File: src/rtl/cram_async_ctrl.sv
// cram_async_ctrl: single-requester sequencer for one cellular RAM port (async, A/D-muxed mode).
// Latency: accept -> o_rsp_valid = ADDR_CYCLES+ACCESS_CYCLES+1; accept-to-accept adds RECOVER_CYCLES.
// Backpressure: o_req_ready is high only in IDLE; requests are never queued.
// Optional build macro: CRAM_CTRL_WAIT_EN (stretch ACCESS while the device holds WAIT).
module cram_async_ctrl #(
  parameter int ADDR_CYCLES    = 2,
  parameter int ACCESS_CYCLES  = 5,
  parameter int RECOVER_CYCLES = 1
) (
  input  logic        i_clk,
  input  logic        i_reset_n,
  // request / response side
  input  logic        i_req_valid,
  output logic        o_req_ready,
  input  logic        i_req_we,
  input  logic [22:0] i_req_addr,
  input  logic [15:0] i_req_wdata,
  input  logic [1:0]  i_req_be,
  output logic [15:0] o_rsp_rdata,
  output logic        o_rsp_valid,
  // device side
  output logic [5:0]  o_cram_a,
  output logic [15:0] o_cram_dq_out,
  input  logic [15:0] i_cram_dq_in,
  output logic        o_cram_clk,
  input  logic        i_cram_wait,
  output logic        o_cram_adv_n,
  output logic        o_cram_cre,
  output logic        o_cram_ce0_n,
  output logic        o_cram_ce1_n,
  output logic        o_cram_oe_n,
  output logic        o_cram_we_n,
  output logic        o_cram_ub_n,
  output logic        o_cram_lb_n
);

  // Counter is wide enough for the longest phase.
  localparam int MAX_A  = (ADDR_CYCLES > ACCESS_CYCLES) ? ADDR_CYCLES : ACCESS_CYCLES;
  localparam int MAX_C  = (MAX_A > RECOVER_CYCLES) ? MAX_A : RECOVER_CYCLES;
  localparam int CW     = $clog2(MAX_C) + 1;

  // Each phase loads (length-1) and leaves when the counter reaches zero.
  localparam logic [CW-1:0] ADDR_LOAD    = CW'(ADDR_CYCLES - 1);
  localparam logic [CW-1:0] ACCESS_LOAD  = CW'(ACCESS_CYCLES - 1);
  localparam logic [CW-1:0] RECOVER_LOAD = CW'(RECOVER_CYCLES - 1);

  typedef enum logic [1:0] {
    S_IDLE    = 2'd0,
    S_ADDR    = 2'd1,
    S_ACCESS  = 2'd2,
    S_RECOVER = 2'd3
  } state_t;

  state_t         r_state;
  logic [CW-1:0]  r_cnt;

  // Latched request fields needed after the address phase.
  logic           r_we;
  logic [15:0]    r_wdata;

  // Registered outputs.
  logic           r_req_ready;
  logic           r_rsp_valid;
  logic [15:0]    r_rsp_rdata;
  logic [5:0]     r_cram_a;
  logic [15:0]    r_cram_dq_out;
  logic           r_cram_adv_n;
  logic           r_cram_ce0_n;
  logic           r_cram_ce1_n;
  logic           r_cram_oe_n;
  logic           r_cram_we_n;
  logic           r_cram_ub_n;
  logic           r_cram_lb_n;

  logic           w_accept;
  logic           w_cnt_zero;
  logic           w_access_done;

  assign w_accept   = i_req_valid && r_req_ready;
  assign w_cnt_zero = (r_cnt == '0);

`ifdef CRAM_CTRL_WAIT_EN
  // After the minimum access time, hold ACCESS while the device asserts WAIT;
  // the read sample lands on the first cycle WAIT is seen low.
  assign w_access_done = w_cnt_zero && !i_cram_wait;
`else
  // WAIT is not monitored in this build; keep the pin visibly consumed.
  logic w_unused_wait;
  assign w_unused_wait = i_cram_wait;
  assign w_access_done = w_cnt_zero;
`endif

  // Sequencer: state, phase counter, latched request and every registered output.
  always_ff @(posedge i_clk or negedge i_reset_n) begin
    if (!i_reset_n) begin
      r_state       <= S_IDLE;
      r_cnt         <= '0;
      r_we          <= 1'b0;
      r_wdata       <= '0;
      r_req_ready   <= 1'b0;
      r_rsp_valid   <= 1'b0;
      r_rsp_rdata   <= '0;
      r_cram_a      <= '0;
      r_cram_dq_out <= '0;
      r_cram_adv_n  <= 1'b1;
      r_cram_ce0_n  <= 1'b1;
      r_cram_ce1_n  <= 1'b1;
      r_cram_oe_n   <= 1'b1;
      r_cram_we_n   <= 1'b1;
      r_cram_ub_n   <= 1'b1;
      r_cram_lb_n   <= 1'b1;
    end else begin
      // rsp_valid is a single-cycle pulse unless re-armed below.
      r_rsp_valid <= 1'b0;

      case (r_state)
        S_IDLE: begin
          if (w_accept) begin
            r_state       <= S_ADDR;
            r_cnt         <= ADDR_LOAD;
            r_req_ready   <= 1'b0;
            r_we          <= i_req_we;
            r_wdata       <= i_req_wdata;
            // Address phase: chip select from bit 22, low address on dq.
            r_cram_adv_n  <= 1'b0;
            r_cram_ce0_n  <= i_req_addr[22];
            r_cram_ce1_n  <= ~i_req_addr[22];
            r_cram_a      <= i_req_addr[21:16];
            r_cram_dq_out <= i_req_addr[15:0];
            r_cram_oe_n   <= 1'b1;
            r_cram_we_n   <= 1'b1;
            // Reads always fetch both bytes; writes honour the byte enables.
            r_cram_ub_n   <= i_req_we ? ~i_req_be[1] : 1'b0;
            r_cram_lb_n   <= i_req_we ? ~i_req_be[0] : 1'b0;
          end else begin
            r_req_ready <= 1'b1;
          end
        end

        S_ADDR: begin
          if (w_cnt_zero) begin
            r_state      <= S_ACCESS;
            r_cnt        <= ACCESS_LOAD;
            r_cram_adv_n <= 1'b1;
            if (r_we) begin
              r_cram_we_n   <= 1'b0;
              r_cram_dq_out <= r_wdata;
            end else begin
              // Device drives dq from here; the pad driver is off while oe_n=0.
              r_cram_oe_n <= 1'b0;
            end
          end else begin
            r_cnt <= r_cnt - 1'b1;
          end
        end

        S_ACCESS: begin
          if (w_access_done) begin
            r_state       <= S_RECOVER;
            r_cnt         <= RECOVER_LOAD;
            r_rsp_valid   <= 1'b1;
            if (!r_we) begin
              r_rsp_rdata <= i_cram_dq_in;
            end
            r_cram_ce0_n  <= 1'b1;
            r_cram_ce1_n  <= 1'b1;
            r_cram_oe_n   <= 1'b1;
            r_cram_we_n   <= 1'b1;
            r_cram_ub_n   <= 1'b1;
            r_cram_lb_n   <= 1'b1;
            r_cram_dq_out <= '0;
          end else if (!w_cnt_zero) begin
            r_cnt <= r_cnt - 1'b1;
          end
        end

        S_RECOVER: begin
          if (w_cnt_zero) begin
            r_state     <= S_IDLE;
            r_req_ready <= 1'b1;
          end else begin
            r_cnt <= r_cnt - 1'b1;
          end
        end

        default: begin
          r_state     <= S_IDLE;
          r_req_ready <= 1'b0;
        end
      endcase
    end
  end

  assign o_req_ready   = r_req_ready;
  assign o_rsp_valid   = r_rsp_valid;
  assign o_rsp_rdata   = r_rsp_rdata;
  assign o_cram_a      = r_cram_a;
  assign o_cram_dq_out = r_cram_dq_out;
  assign o_cram_adv_n  = r_cram_adv_n;
  assign o_cram_ce0_n  = r_cram_ce0_n;
  assign o_cram_ce1_n  = r_cram_ce1_n;
  assign o_cram_oe_n   = r_cram_oe_n;
  assign o_cram_we_n   = r_cram_we_n;
  assign o_cram_ub_n   = r_cram_ub_n;
  assign o_cram_lb_n   = r_cram_lb_n;

  // Async mode: no device clock, no configuration-register access.
  assign o_cram_clk    = 1'b0;
  assign o_cram_cre    = 1'b0;

endmodule

File: config.mk
export PLATFORM = sky130hd
export DESIGN_NAME = cram_async_ctrl
export DESIGN_NICKNAME = d
export VERILOG_FILES = /design/src/rtl/cram_async_ctrl.sv
export SDC_FILE = /design/constraint.sdc
export NUM_CORES = 1
export LEC_CHECK = 0
export CAP_MARGIN = 10
export CORE_ASPECT_RATIO = 0.7
export CORE_MARGIN = 2
export CORE_UTILIZATION = 40
export CTS_CLUSTER_DIAMETER = 50
export CTS_CLUSTER_SIZE = 20
export DETAILED_ROUTE_END_ITERATION = 8
export PLACE_DENSITY_LB_ADDON = 0.3
export SLEW_MARGIN = 10
export SYNTH_ARGS = -nofsm -noshare
export SYNTH_HDL_FRONTEND = slang
export SYNTH_SLANG_ARGS = --single-unit
File: constraint.sdc
create_clock -name i_clk -period 2.75 [get_ports i_clk]
set_input_delay 0.55 -clock i_clk [delete_from_list [all_inputs] [get_ports i_clk]]
set_output_delay 0.55 -clock i_clk [all_outputs]
set_load 0.01 [all_outputs]
==> reports/results.ini <==
[yosys]
synthFlopType=dfrtp_1
yosysMostFrequentCell=dfrtp_1
async_reset_ff_share_pct=100.0
synth_cell_types=42
synth_area_mm2=0.003228
synth-edff-count=0
postSynthAreaPerCell_um2=12.56
synth.area.top_cells=dfrtp_1, mux2_2, dfstp_2
synth_area_leader_cell=dfrtp_1
synth_common_cells=dfrtp_1, mux2_2, inv_1, a21oi_1, nor2b_1
synth_seq_cells=70
yosysWarnings=0
synthCells=257
ys_seq_area_share_pct=54.53
yosysTopAreaCellShare_pct=48.84

[timing]
finalHoldViolCount=0
fin_crit_ns=2.427
setup_tns_ns=0
finalCritPeriodShare_pct=88.24
clock_skew_ns=0.005292
slew_viol_final=0
hold_slack_ns=0.3035
rsz0062_at_grt=no
tightest_slew_ns=0.7940
final-setup-viol-count=0
slew_headroom_pct=47.07
fmax_ghz=0.4121

[floorplan]
fp.dieArea_mm2=0.008816
fp.dieW_um=111.4
boundaryPins=111
die_h_um=79.16
initial_core_util_pct=41.19
rows=27
core_mm2=0.007838

[setup_path]
endpoint_kind=flip-flop
timing.rr.end=o_rsp_rdata[5]$_DFFE_PN0P_
cp_data_arrival_time_ns=2.63
crit_path_cell_trace=inv_1 > ha_1 > or3b_1 > or3_1 > mux2_2
r2r_cells=5
cp-start-kind=flip-flop
reg2reg_slack_ns=0.32
slowest_stage=or3_1
critical_path_class=flip-flop to flip-flop
crit_path_end=o_rsp_rdata[5]$_DFFE_PN0P_
rr_startpoint=r_cnt[0]$_DFFE_PN0P_
cp.required_ns=2.96
slowest_delay_ns=0.67
startpoint=r_cnt[0]$_DFFE_PN0P_
critPathMaxFanout=16

[power_and_ir_drop]
power.density_mw_per_mm2=1258
max-vdd-ir-drop_mv=0.6806
p_leak_nw=1.998

[route]
drc=0
via_count=2387
drt_iter0_markers=98
via_per_inst=5.036
ant_nets=0
wl_per_cell_um=15.14
wl_mm=7.175
dr.pass1.iters=4

[clock_tree]
cts_buffer_depth=2
cts_setup_buffers=0
hold_buffers=0
cts_sinks=70
root_buffer=clkbuf_16
htreeDepth=3
cts_made_buffers=9
cts_resized=0
clk_latency_ns=0.33
path_clk_slew_ns=0.06
cts_tree=yes

[global_route]
grt_max_degree=37
grtUsageTotal_pct=17.25
grt_pass1_vias=2460
grt-ovfl-total=0
grt_pass1_wl_mm=11.85
antenna_found_initial=0

[final_layout]
finalNonFillerCells=474
area_growth_pct=45.74
nets=437
num_antenna_cells=0
fillerInstances=662
drive_gt1_share_pct=20.91
final_cell_area_mm2=0.004705
final_core_util_pct=60.03

[placement]
gp_congestion=0.8020
port-buffer-count=107
detailed_place_hpwl_mm=5.102
numPlacedInstances=458
postPlaceCellArea_mm2=0.004410

[min_path]
min_path_type=primary input to asynchronous set/reset pin

[status]
status=finished clean

[job]
max-cap-violations=0

area by class of cell:
cell class                      count  area [µm²]  area share [%]
Clock inverter                      4       47.55           1.011
Inverter                           22       82.58           1.755
Sequential cell                    70        1760           37.42
Tap cell                          101       126.4           2.686
Timing Repair Buffer              114        1144           24.31
Clock buffer                       12       246.5           5.239
Multi-Input combinational cell    151        1297           27.58
critical path, delay by kind of cell, from the launching register on:
family | cells | cell delay [ns]
AND/OR/NAND/NOR | 2 | 1.21
multiplexers | 1 | 0.39
flip-flops | 1 | 0.37
adder cells (fa/ha/maj) | 1 | 0.21
buffers and inverters | 1 | 0.11
metrics by stage:
step	worst slack, ns	total power, mW
final	0.3233	5.919
after global routing	0.2056	6.324
after CTS	0.3191	6.001
after detailed placement	0.3282	4.830
after global placement	0.4077	4.730
after floorplan	0.5145	3.643
report_power, final:
group          switching, mW  internal [mW]  leakage, nW
Combinational           1.27           1.63         1.02
Sequential             0.293           1.59        0.836
Clock                  0.414          0.724        0.143
Total                   1.97           3.95         2.00
cell families (layout without fill, tap and decap cells):
group                    after synthesis  in the layout  synth area share [%]
AO/OA/AOI/OAI                         48             48                 10.66
XOR/XNOR                               1              1                0.2714
adder cells (fa/ha/maj)                7              7                 2.713
buffers and inverters                 37            152                 5.387
flip-flops                            70             70                 54.53
multiplexers                          57             57                 19.42
other                                  1              2                0.1162
AND/OR/NAND/NOR                       36             36                 6.899
sequential cells by signal (all words and copies together) (netlist names):
| name | cells |
|---|---|
| o_cram_we_n | 1 |
| r_state | 2 |
| r_we | 1 |
| o_cram_dq_out | 16 |
| r_cnt | 4 |
| o_cram_ce1_n | 1 |
| o_cram_ce0_n | 1 |
| o_cram_lb_n | 1 |
| r_wdata | 16 |
| o_cram_adv_n | 1 |
| o_rsp_valid | 1 |
| o_cram_a | 6 |
| o_rsp_rdata | 16 |
| o_cram_ub_n | 1 |
| o_req_ready | 1 |
| o_cram_oe_n | 1 |
metal layers:
layer	GRT usage (%)	up-vias	share of wire, %
met5	0	-	0
met4	4.815	0	0.98
met3	7.481	11	8.7
met2	27.38	94	44
met1	21.74	1162	47
li1	-	1120	-
placed cells by master (no fill, tap or decap), types with 2 or more instances in the layout:
cell type,Yosys,routed
o31ai_1,2,2
a2bb2oi_1,2,2
conb_1,1,2
mux2i_1,15,15
dfstp_2,7,7
or2_2,2,2
clkinv_2,0,2
clkbuf_16,0,9
nor2b_1,16,16
nor3b_1,3,3
dfrtp_1,63,63
nor2_1,3,3
buf_12,0,2
mux2_2,41,41
a211oi_1,2,2
a211o_2,2,2
o32a_1,3,3
clkdlybuf4s50_1,0,106
inv_1,22,22
o41ai_1,2,2
a21oi_1,18,18
buf_4,2,5
clkbuf_1,9,2
nand3_1,2,2
and2_1,4,4
ha_1,7,7
o21ai_0,8,8
nor3_1,2,2
worst min path at each step:
stage / endpoint / slack, ns / cells after the start
final: o_cram_a[4]$_DFFE_PN0P_ / 0.30 / 1
after detailed placement: o_cram_oe_n$_DFFE_PN1P_ / 0.49 / 2
after global routing: o_cram_a[4]$_DFFE_PN0P_ / 0.37 / 1
after floorplan: o_cram_a[0]$_DFFE_PN0P_ / 0.25 / 0
after global placement: o_cram_oe_n$_DFFE_PN1P_ / 0.48 / 2
after CTS: o_cram_a[4]$_DFFE_PN0P_ / 0.34 / 1
Note: power is estimated with default switching activity, not from simulation.
